<file path="config.mk">
export PLATFORM = sky130hd
export DESIGN_NAME = image_process_top
export DESIGN_NICKNAME = d
export VERILOG_FILES = /design/src/rtl/image_process_top.sv
export SDC_FILE = /design/constraint.sdc
export NUM_CORES = 1
export LEC_CHECK = 0
export CAP_MARGIN = 20
export CORE_AREA = 2 2 39 41
export CTS_BUF_LIST = sky130_fd_sc_hd__clkbuf_2
export DETAILED_ROUTE_END_ITERATION = 10
export DIE_AREA = 0 0 41 43
export DONT_BUFFER_PORTS = 1
export PLACE_DENSITY = 0.49
export SETUP_SLACK_MARGIN = 0.1
export SKIP_LAST_GASP = 1
export SLEW_MARGIN = 5
export SYNTH_ARGS = -nofsm -noshare
export SYNTH_HDL_FRONTEND = slang
export SYNTH_SLANG_ARGS = --single-unit
</file>
<file path="constraint.sdc">
create_clock -name clk -period 0.8 [get_ports clk]
set_clock_uncertainty 0.2 [all_clocks]
set_input_delay 0.08 -clock clk [delete_from_list [all_inputs] [get_ports clk]]
set_output_delay 0.08 -clock clk [all_outputs]
set_load 0.01 [all_outputs]
</file>
<file path="src/rtl/image_process_top.sv">
// Streaming 8-bit grayscale binarizer with optional 3x3 erosion cleanup; fixed 3-clock latency.
// Build with IMAGE_PROCESS_ERODE_EN defined to include the line buffers and erosion window.
module image_process_top #(
  parameter int IMG_W  = 640,
  parameter int IMG_H  = 480,
  parameter int THRESH = 150
) (
  input  logic        clk,
  input  logic        rst_n,
  input  logic        pre_frame_vsync,
  input  logic        pre_frame_hsync,
  input  logic        pre_frame_de,
  input  logic [7:0]  pre_rgb,
  input  logic [10:0] xpos,
  input  logic [10:0] ypos,
  output logic        post_frame_vsync,
  output logic        post_frame_hsync,
  output logic        post_frame_de,
  output logic [7:0]  post_rgb
);
  localparam int STAGES = 3;

  logic [STAGES-1:0] vld_pipe, vs_pipe, hs_pipe;
  logic              bin_now, bin1;
  logic [7:0]        rgb_q;
  logic              unused_ok;

  assign unused_ok = ^{xpos, ypos};
  assign bin_now   = pre_rgb >= 8'(THRESH);

  // vld_pipe[0] doubles as "previous de" for falling-edge detection
  always_ff @(posedge clk or negedge rst_n) begin
    if (!rst_n) begin
      vld_pipe <= '0;
      vs_pipe  <= '0;
      hs_pipe  <= '0;
      bin1     <= 1'b0;
    end else begin
      vld_pipe <= {vld_pipe[STAGES-2:0], pre_frame_de};
      vs_pipe  <= {vs_pipe[STAGES-2:0], pre_frame_vsync};
      hs_pipe  <= {hs_pipe[STAGES-2:0], pre_frame_hsync};
      if (pre_frame_de) bin1 <= bin_now;
    end
  end

`ifdef IMAGE_PROCESS_ERODE_EN
  localparam int CW = (IMG_W > 1) ? $clog2(IMG_W) : 1;
  localparam int RW = (IMG_H > 1) ? $clog2(IMG_H) : 1;

  logic [CW-1:0] col_cnt, col1, col2;
  logic [RW-1:0] row_cnt, row1, row2;
  logic          lb_a [IMG_W];
  logic          lb_b [IMG_W];
  logic          top1, mid1;
  logic [2:0]    win_t, win_m, win_b;
  logic          full_win;

  always_ff @(posedge clk or negedge rst_n) begin
    if (!rst_n) begin
      col_cnt <= '0;
      row_cnt <= '0;
    end else begin
      if (pre_frame_de) begin
        if (col_cnt != CW'(IMG_W - 1)) col_cnt <= col_cnt + 1'b1;
      end else if (vld_pipe[0]) begin
        col_cnt <= '0;
      end
      if (pre_frame_vsync)
        row_cnt <= '0;
      else if (!pre_frame_de && vld_pipe[0] && row_cnt != RW'(IMG_H - 1))
        row_cnt <= row_cnt + 1'b1;
    end
  end

  // A holds the previous row, B the one before; B takes A's old bit as A is overwritten
  always_ff @(posedge clk) begin
    if (pre_frame_de) begin
      lb_a[col_cnt] <= bin_now;
      lb_b[col_cnt] <= lb_a[col_cnt];
    end
  end

  always_ff @(posedge clk or negedge rst_n) begin
    if (!rst_n) begin
      top1 <= 1'b0;
      mid1 <= 1'b0;
      col1 <= '0;
      row1 <= '0;
    end else if (pre_frame_de) begin
      top1 <= lb_b[col_cnt];
      mid1 <= lb_a[col_cnt];
      col1 <= col_cnt;
      row1 <= row_cnt;
    end
  end

  always_ff @(posedge clk or negedge rst_n) begin
    if (!rst_n) begin
      win_t <= '0;
      win_m <= '0;
      win_b <= '0;
      col2  <= '0;
      row2  <= '0;
    end else if (vld_pipe[0]) begin
      win_t <= {win_t[1:0], top1};
      win_m <= {win_m[1:0], mid1};
      win_b <= {win_b[1:0], bin1};
      col2  <= col1;
      row2  <= row1;
    end
  end

  // Window spans rows r-2..r, cols c-2..c, so the result lands one pixel down-right
  assign full_win = (&{win_t, win_m, win_b}) && (row2 >= RW'(2)) && (col2 >= CW'(2));

  always_ff @(posedge clk or negedge rst_n) begin
    if (!rst_n) rgb_q <= 8'h00;
    else        rgb_q <= (vld_pipe[1] && full_win) ? 8'hFF : 8'h00;
  end
`else
  logic bin2;
  logic unused_cfg;

  assign unused_cfg = ^{32'(IMG_W), 32'(IMG_H)};

  always_ff @(posedge clk or negedge rst_n) begin
    if (!rst_n) begin
      bin2  <= 1'b0;
      rgb_q <= 8'h00;
    end else begin
      bin2  <= bin1;
      rgb_q <= (vld_pipe[1] && bin2) ? 8'hFF : 8'h00;
    end
  end
`endif

  assign post_frame_vsync = vs_pipe[STAGES-1];
  assign post_frame_hsync = hs_pipe[STAGES-1];
  assign post_frame_de    = vld_pipe[STAGES-1];
  assign post_rgb         = rgb_q;

endmodule

</file>
* Word level (Yosys, flattened, before mapping) *
Cells that the tools add are included.

word-level totals
  bits in latches = 0
  output and inout bits = 11
  ROM bits = 0
  memory bits (writable) = 0
  memories = 0
  register bits after elaboration = 19

cells by class
  div/mod/pow operators = 0
  order comparisons = 1
  shifts and indexed selects = 0
  bitwise operators = 0
  mux-type cells = 1
  reduce and logical (&&, ||, !) cells = 1
  equality and inequality tests = 0
  $mul = 0
  $add $sub $neg = 0

operators by type and width
  operator                                     count
  8-bit >= comparator (second input constant)  1
  8-bit two-way mux                            1
  1-bit logical AND                            1

* Depth between registers and ports, before layout *
Gate-level depths: netlist of run 1.

  depth after elaboration = 2
  depth in mapped cells = 2
  depth with buffers taken out = 2

* Least setup slack after synthesis of run 1 *
Ideal clock, no wire load.

  path kind = flip-flop to output port
  from = register post_rgb[6] (netlist name)
  to = output port post_rgb[1]
  cell stages (with the launch flop) = 2
  path slack = -0.104 ns
  buffers on the path = 1
  arrival = 0.624 ns
  data required time = 0.520 ns
  cell sequence = dfrtp_1 buf_4

RTL lines
  what              RTL line  source
  end: declaration  19        output logic [7:0] post_rgb

==> results of run 1 <==
[report_power, final]
group	total [mW]	internal [mW]	switching [mW]	leakage [nW]
clock	0.314	0.133	0.181	0.0166
combinational	0.0891	0.0411	0.0480	0.0557
sequential	0.665	0.645	0.0192	0.141
total	1.07	0.819	0.249	0.213
[final timing paths]
check	start	endpoint	slack, ns	cells past startpoint
max	post_rgb[6]	post_rgb[1]	-0.33	1
max reg2reg	bin1	bin1	-0.05	2
min	rst_n	vld_pipe[1]	-0.37	1
min reg2reg	vs_pipe[1]	vs_pipe[2]	0.16	0
max in group asynchronous	rst_n	post_rgb[6]	0.40	1
min in group clk	pre_rgb[6]	bin1	-0.21	2
[state kept, by name, indices dropped and copies added, names as in the netlist]
signal,cells
hs_pipe,3
vld_pipe,3
vs_pipe,3
bin1,1
bin2,1
post_rgb,1
[metrics by stage]
step | TNS (ns) | cells
floorplan | -0.535 | 25
global placement | -0.268 | 35
detailed placement | -0.322 | 35
CTS | -3.45 | 43
global route | -3.84 | 43
finish | -3.16 | 43
[metal layers]
metal	share of wire	vias to the layer above	GRT usage	wire length (um)
met4	0	0	0.0800	0
li1	-	78	-	-
met5	0	-	0	0
met1	0.36	86	0.0759	163
met3	0.22	0	0.0314	98
met2	0.42	17	0.106	189
[cell families (layout without fill, tap and decap cells)]
| kind of cell | Yosys count | count (layout) |
|---|---|---|
| flops | 12 | 12 |
| compound gates | 3 | 3 |
| simple gates | 2 | 2 |
| buf+inv | 8 | 10 |
[placed cells by master, fill, tap and decap left out]
| cell type | n |
|---|---|
| dfrtp_2 | 1 |
| inv_2 | 1 |
| o211ai_1 | 1 |
| and2_1 | 1 |
| o221ai_2 | 1 |
| buf_12 | 1 |
| clkbuf_2 | 4 |
| dfrtp_1 | 11 |
| dlymetal6s4s_1 | 2 |
| nand3_1 | 1 |
| a21oi_1 | 1 |
| dlygate4sd3_1 | 2 |
[layout make-up]
class	count	area, um2	share of cell area
flip-flops and latches	12	302	0.671
repair buffers	5	65.1	0.145
multi-input cells	5	38.8	0.0864
clock buffers	4	20.0	0.0446
well taps	16	20.0	0.0446
inverters	1	3.75	0.00836
[what timing repair did]
action                                  4_1_cts  5_1_grt
endpoints found under the setup margin       13       29
hold endpoints to repair                     16       14
resized for setup                             0        4
pin swaps                                     0        1
==> results.md, run 1 <==
Worst hold path:
- The path category of the worst min-delay check is in -> async.

Synth:
- The cell type with the highest aggregate area in the netlist is dfrtp_1.
- The register bit total from synthesis is 12.
- A synthesized cell averages 15.6 um2.
- The proportion of synthesized flip-flops having asynchronous set or reset is 1.00.
- The cell area after synthesis is 389 um2.
- For this run, the register share of the synthesized area comes to 0.772.
- Of the total synthesized cell area, the portion taken by XOR and XNOR cells is 0.
- The most common cell in the netlist is dfrtp_1.
- The cell count after synthesis came out at 25.
- Ranked by instance count, the synthesized netlist is headed by dfrtp_1, buf_4.
- The Yosys step of the flow raised 0 warnings.
- Of the total synthesized cell area, the portion taken by AND, OR, NAND and NOR gates is 0.0289.
- The number of nets in the synthesized netlist is 60.
- The primary flip-flop cell chosen by synthesis mapping is dfrtp_1.
- The compound-cell area share of the yosys netlist is 0.0547.
- The number of enable flip-flop cells after synthesis is 0.
- Of the total synthesized cell area, the portion taken by full adders, half adders and majority gates is 0.
- Sorting the synthesized cells by area gives the leading types as dfrtp_1, buf_4, o221ai_1, o211ai_1, and2_1.
- Of the post-synthesis cell area, the dominant cell type holds 0.772.
- The portion of synthesized area spent on multiplexers is 0.
- The netlist uses 8 different library cells.
- After synthesis, the largest family of logic cells by area is buffers and inverters.

Timing:
- Setup violations remaining at the end of the flow were counted as 13.
- Once routing completed, OpenROAD measured the worst setup slack at -0.331 ns.
- Setup repair after global routing could not meet its margin everywhere.
- The tightest slew margin relative to the limit is 0.658.
- The worst hold slack across all endpoints is -0.365 ns.
- The final number of hold-violating endpoints is 14.
- The time the final worst path needs with I/O delays and setup is 1.13 ns.
- The pin slew with the least headroom to its limit is 0.514 ns.
- The final critical-path share of the clock period is 1.41.
- Timing would allow up to 0.884 GHz.
- The number of pins exceeding their max-slew limit in the final report came to 0.

Critical path:
- Broken down by cell family, the worst path's largest delay share belongs to flip-flops.
- The largest individual stage delay along the critical path comes from the cell dfrtp_2.
- At the worst endpoint, the arrival time is 0.85 ns.
- The path type of the worst setup path is reg -> out.
- The signal on the critical path passes through buf_12.
- The worst setup path is launched from a flip-flop.
- On the worst path, the slowest cell contributes a delay of 0.43 ns.
- The kind of end point of the critical path is a primary output.
- The maximum net fanout on the critical path is 8.
- The worst endpoint required time is 0.52 ns.
- Together, buffers and inverters on the worst path number 1.

Place:
- Port buffering added 0 buffers.
- The cell area reported after detailed placement is 378 um2.
- OpenSTA, run right after detailed placement, puts the worst setup slack at -0.0513 ns.
- The placer's final routability congestion estimate is 0.629.

CTS:
- Clock-pin slew was measured on the worst setup and hold paths at 0.12 ns.
- The number of setup buffers added after CTS is 0.
- The clock buffer count from CTS is 3.
- For this design, the CTS-stage hold fixing added 4 buffers.
- The depth of the CTS H-tree is 1.
- The clock sink total is 12.
- TritonCTS built the clock tree.
- The maximum count of clock buffers along a single path is 2.
- The library cell used as clock root buffer is clkbuf_2.
- For the worst-skew pair, the clock arrives at the later sink with an insertion delay of 0.24 ns.

Outcome:
- The run finished, with violations left.
- The final reports fail on hold timing, setup timing.

Route:
- The number of nets still failing antenna checks after routing is 0.
- The first-pass iteration count of the detailed router is 2.
- After detailed routing, the average wire length per cell comes to 10.5 um.
- The post-detailed-route DRC marker count is 0.
- The per-cell via count in the routed design is 4.21.
- After detailed routing, the total wire length is 451 um.
- The detailed router finished its first iteration with 2 violations.
- The total via count in the routed design is 181.

Layout:
- The final non-filler cell area is 449 um2.
- 0 antenna diodes ended up in the layout.
- The area growth from synthesis to layout is 15.4%.
- The fraction of final layout cells sized beyond drive strength 1 is 0.296.
- The number of nets in the final layout is 63.
- Once layout is complete, the utilization of the core stands at 0.325.
- After filler insertion, the fill cell instance count of the layout stands at 131.

Global routing:
- The overall routing resource usage is 0.0759.
- The global route total overflow is 0.
- The via count of the first global-routing pass is 220.
- The number of antenna violations at the first check in global routing came to 0.
- The wire length of the first global-routing pass is 828 um.
- Entering global routing, the biggest net connects 13 pins.

Floorplan:
- The core region is 0.00138 mm2.
- The die outline height is 43 um.
- The initialized floorplan defines 14 standard-cell rows.
- The initial core utilization is 0.281.
- In this run the count of I/O pins placed on the die edge is 46.
- The die is 41 um wide.
- The area of the die is 0.00176 mm2.

Power and ir drop:
- After layout, the design draws a total of 1.07 mW.
- In this run the power density over the cells is 2380 mW/mm2.
- For this design the static power due to leakage is 0.213 nW.
- The worst-case vdd ir drop is 779 uV.

Flow run:
- The tool flagged a number of max-cap violations equal to 0.
No activity file was read; power rests on OpenSTA's default activity.
==> inputs of run 2 (changes only) <==
--- a/config.mk
+++ b/config.mk
@@ -7,7 +7,7 @@
 export LEC_CHECK = 0
 export CAP_MARGIN = 20
 export CORE_AREA = 2 2 39 41
-export CTS_BUF_LIST = sky130_fd_sc_hd__clkbuf_2
+export CTS_BUF_LIST = sky130_fd_sc_hd__clkbuf_16
 export DETAILED_ROUTE_END_ITERATION = 10
 export DIE_AREA = 0 0 41 43
 export DONT_BUFFER_PORTS = 1
==> results.md, run 2 (synthesis gave the netlist of run 1 again) <==
Outcome:
- The run finished, with violations left.
- The final reports fail on hold timing, setup timing.

CTS:
- The CTS tree is done.
- The library cell used as clock root buffer is clkbuf_16.
- The clock reaches the later pin of the worst-skew pair after 0.23 ns.
- The clock sink total is 12.
- The cts-stage hold buffer count is 3.
- The number of clock buffers added by TritonCTS is 3.
- The clock transition time at the flip-flop clock pins of the worst setup and hold paths is 0.04 ns.
- The depth of the CTS H-tree is 1.
- The number of buffers inserted to repair setup after CTS is 0.
- The clock passes through at most 2 buffers.

Timing:
- Setup repair after global routing could not meet its margin everywhere.
- Setup violations remaining at the end of the flow were counted as 13.
- The number of pins exceeding their max-slew limit in the final report is 0.
- The worst pin sits at a relative slew slack of 0.656.
- The worst hold slack across all endpoints is -0.334 ns.
- The final number of hold-violating endpoints is 14.
- For the pin with the worst max-slew slack, the measured transition is 0.517 ns.
- The worst path in the final design needs a cycle of 1.08 ns, including I/O delays and setup.
- After layout, the worst setup slack is -0.285 ns.
- The final critical-path share of the clock period is 1.36.
- The fmax is 0.922 GHz.
- Adding up every negative setup slack in the final design gives -2.66 ns.

Layout:
- The number of nets in the final layout is 62.
- Relative to the synthesized area, the layout overhead comes to 27.3%.
- The number of antenna diodes in the final layout is 0.
- The library cells used most frequently in the layout, excluding fill and tap cells, are dfrtp_1, clkbuf_16, dlygate4sd3_1.
- In the final layout, the registers with the most flip-flops are hs_pipe: 3 flops, vld_pipe: 3 flops, vs_pipe: 3 flops.
- The library cell used most frequently in the layout, excluding fill and tap cells, is dfrtp_1.
- The utilization after layout is 0.358.
- The fraction of final layout cells sized beyond drive strength 1 is 0.269.

Global routing:
- The via count of the first global-routing pass came to 220.
- The number of antenna violations at the first check in global routing is 0.
- The global route total overflow is 0.
- The overall routing resource usage is 0.0810.
- The wire length of the first global-routing pass is 848 um.
- Entering global routing, the biggest net connects 13 pins.

Route:
- Summed over all nets, wire length on met2 after detailed routing comes to 162 um.
- For this block, the routed nets add up to 461 um of wire.
- For this block, wires on met1 add up to 176 um.
- After detailed routing, the met3 layer carries 106 um of wire.
- The wire length per cell after detailed routing is 11.0 um.
- The per-cell via count in the routed design is 4.21.
- Once detail routing completed, the nets flagged for antenna violations numbered 0.
- For this run, the detailed router's first-pass iteration total came to 1.
- The detailed router used layers up to and including met4.
- The count of routing violations after the opening detailed-route iteration is 0.
- The post-detailed-route DRC marker count is 0.
- The total via count in the routed design is 177.

Floorplan:
- The initial utilization of the core area, before any placement, comes to 0.281.
- The die span in x is 41 um.
- The core outline area is 0.00138 mm2.
- The I/O pin count is 46.
- The die outline height is 43 um.
- The site row count is 14.
- The area of the die is 0.00176 mm2.

Place:
- The number of buffer cells added on primary ports is 0.
- OpenSTA, run right after detailed placement, puts the worst setup slack at -0.0513 ns.
- The congestion estimate from routability-driven global placement came to 0.629.

Critical path:
- For the worst setup path, the data arrival time is 0.80 ns.
- The startpoint kind of the worst setup timing path is a flip-flop.
- Of all nets on the critical path, the largest fanout is 8.
- The number of buffers and inverters on the critical path is 1.
- On the critical path, the stage with the largest delay is an instance of dfrtp_2.
- The critical path goes through buf_12.
- The cell family contributing the most delay on the critical path is flip-flops.
- The worst endpoint required time is 0.52 ns.
- The critical path is of the reg -> out type.
- The kind of end point of the critical path is a primary output.
- The peak per-stage delay on the critical path is 0.40 ns.

Power and ir drop:
- The total leakage power is 0.226 nW.
- For this design the ratio of total power to cell area is 3330 mW/mm2.
- The worst-case vdd ir drop is 1400 uV.

Worst hold path:
- The worst hold path belongs to the class in -> async.

Flow run:
- The max-cap violation count is 0.
-- run 2: cell count changes in the layout (fill, tap and decap cells not counted), sizes merged --
cell / before / now
clkbuf: 4 / 3
dlymetal6s4s: 2 / 1
inv: 1 / 2
-- run 2: power by group --
group	leakage [nW]	switching [mW]	internal (mW)
registers	0.141	0.0190	0.649
clock network	0.0423	0.242	0.656
logic	0.0426	0.0450	0.0371
total	0.226	0.306	1.34
-- run 2: metrics by stage --
stage | power (mW) | area (um2) | cells
detailed placement | 0.733 | 378 | 35
CTS | 1.66 | 487 | 42
finish | 1.65 | 495 | 42
global placement | 0.729 | 378 | 35
global route | 1.73 | 495 | 42
floorplan | 0.746 | 390 | 25
-- run 2: timing repair --
action | CTS | global route
pin swaps | 0 | 0
endpoints found under the setup margin | 13 | 26
endpoints found under the hold margin | 16 | 14
resized for setup | 0 | 3
-- run 2: layout make-up --
type	count	area [um2]
fill	126	888
sequential	12	302
clock buffer	3	75.1
timing repair buffer	4	52.6
multi-input combinational	5	38.8
tap	16	20.0
clock inverter	1	3.75
inverter	1	3.75
-- run 2: worst paths after layout --
path | startpoint | end | slack (ns) | cells after the start
max | post_rgb[6] | post_rgb[1] | -0.28 | 1
min | rst_n | vld_pipe[1] | -0.33 | 1
max reg2reg | bin1 | bin1 | -0.04 | 2
min reg2reg | vs_pipe[0] | vs_pipe[1] | 0.14 | 0
max in group asynchronous | rst_n | post_rgb[6] | 0.35 | 1
min in group clk | pre_frame_de | vld_pipe[0] | -0.33 | 0
-- run 2: routing by layer --
layer	track usage	vias to the layer above
li1	-	75
met1	0.0828	81
met2	0.106	19
met3	0.0314	2
met4	0.100	0
met5	0	-
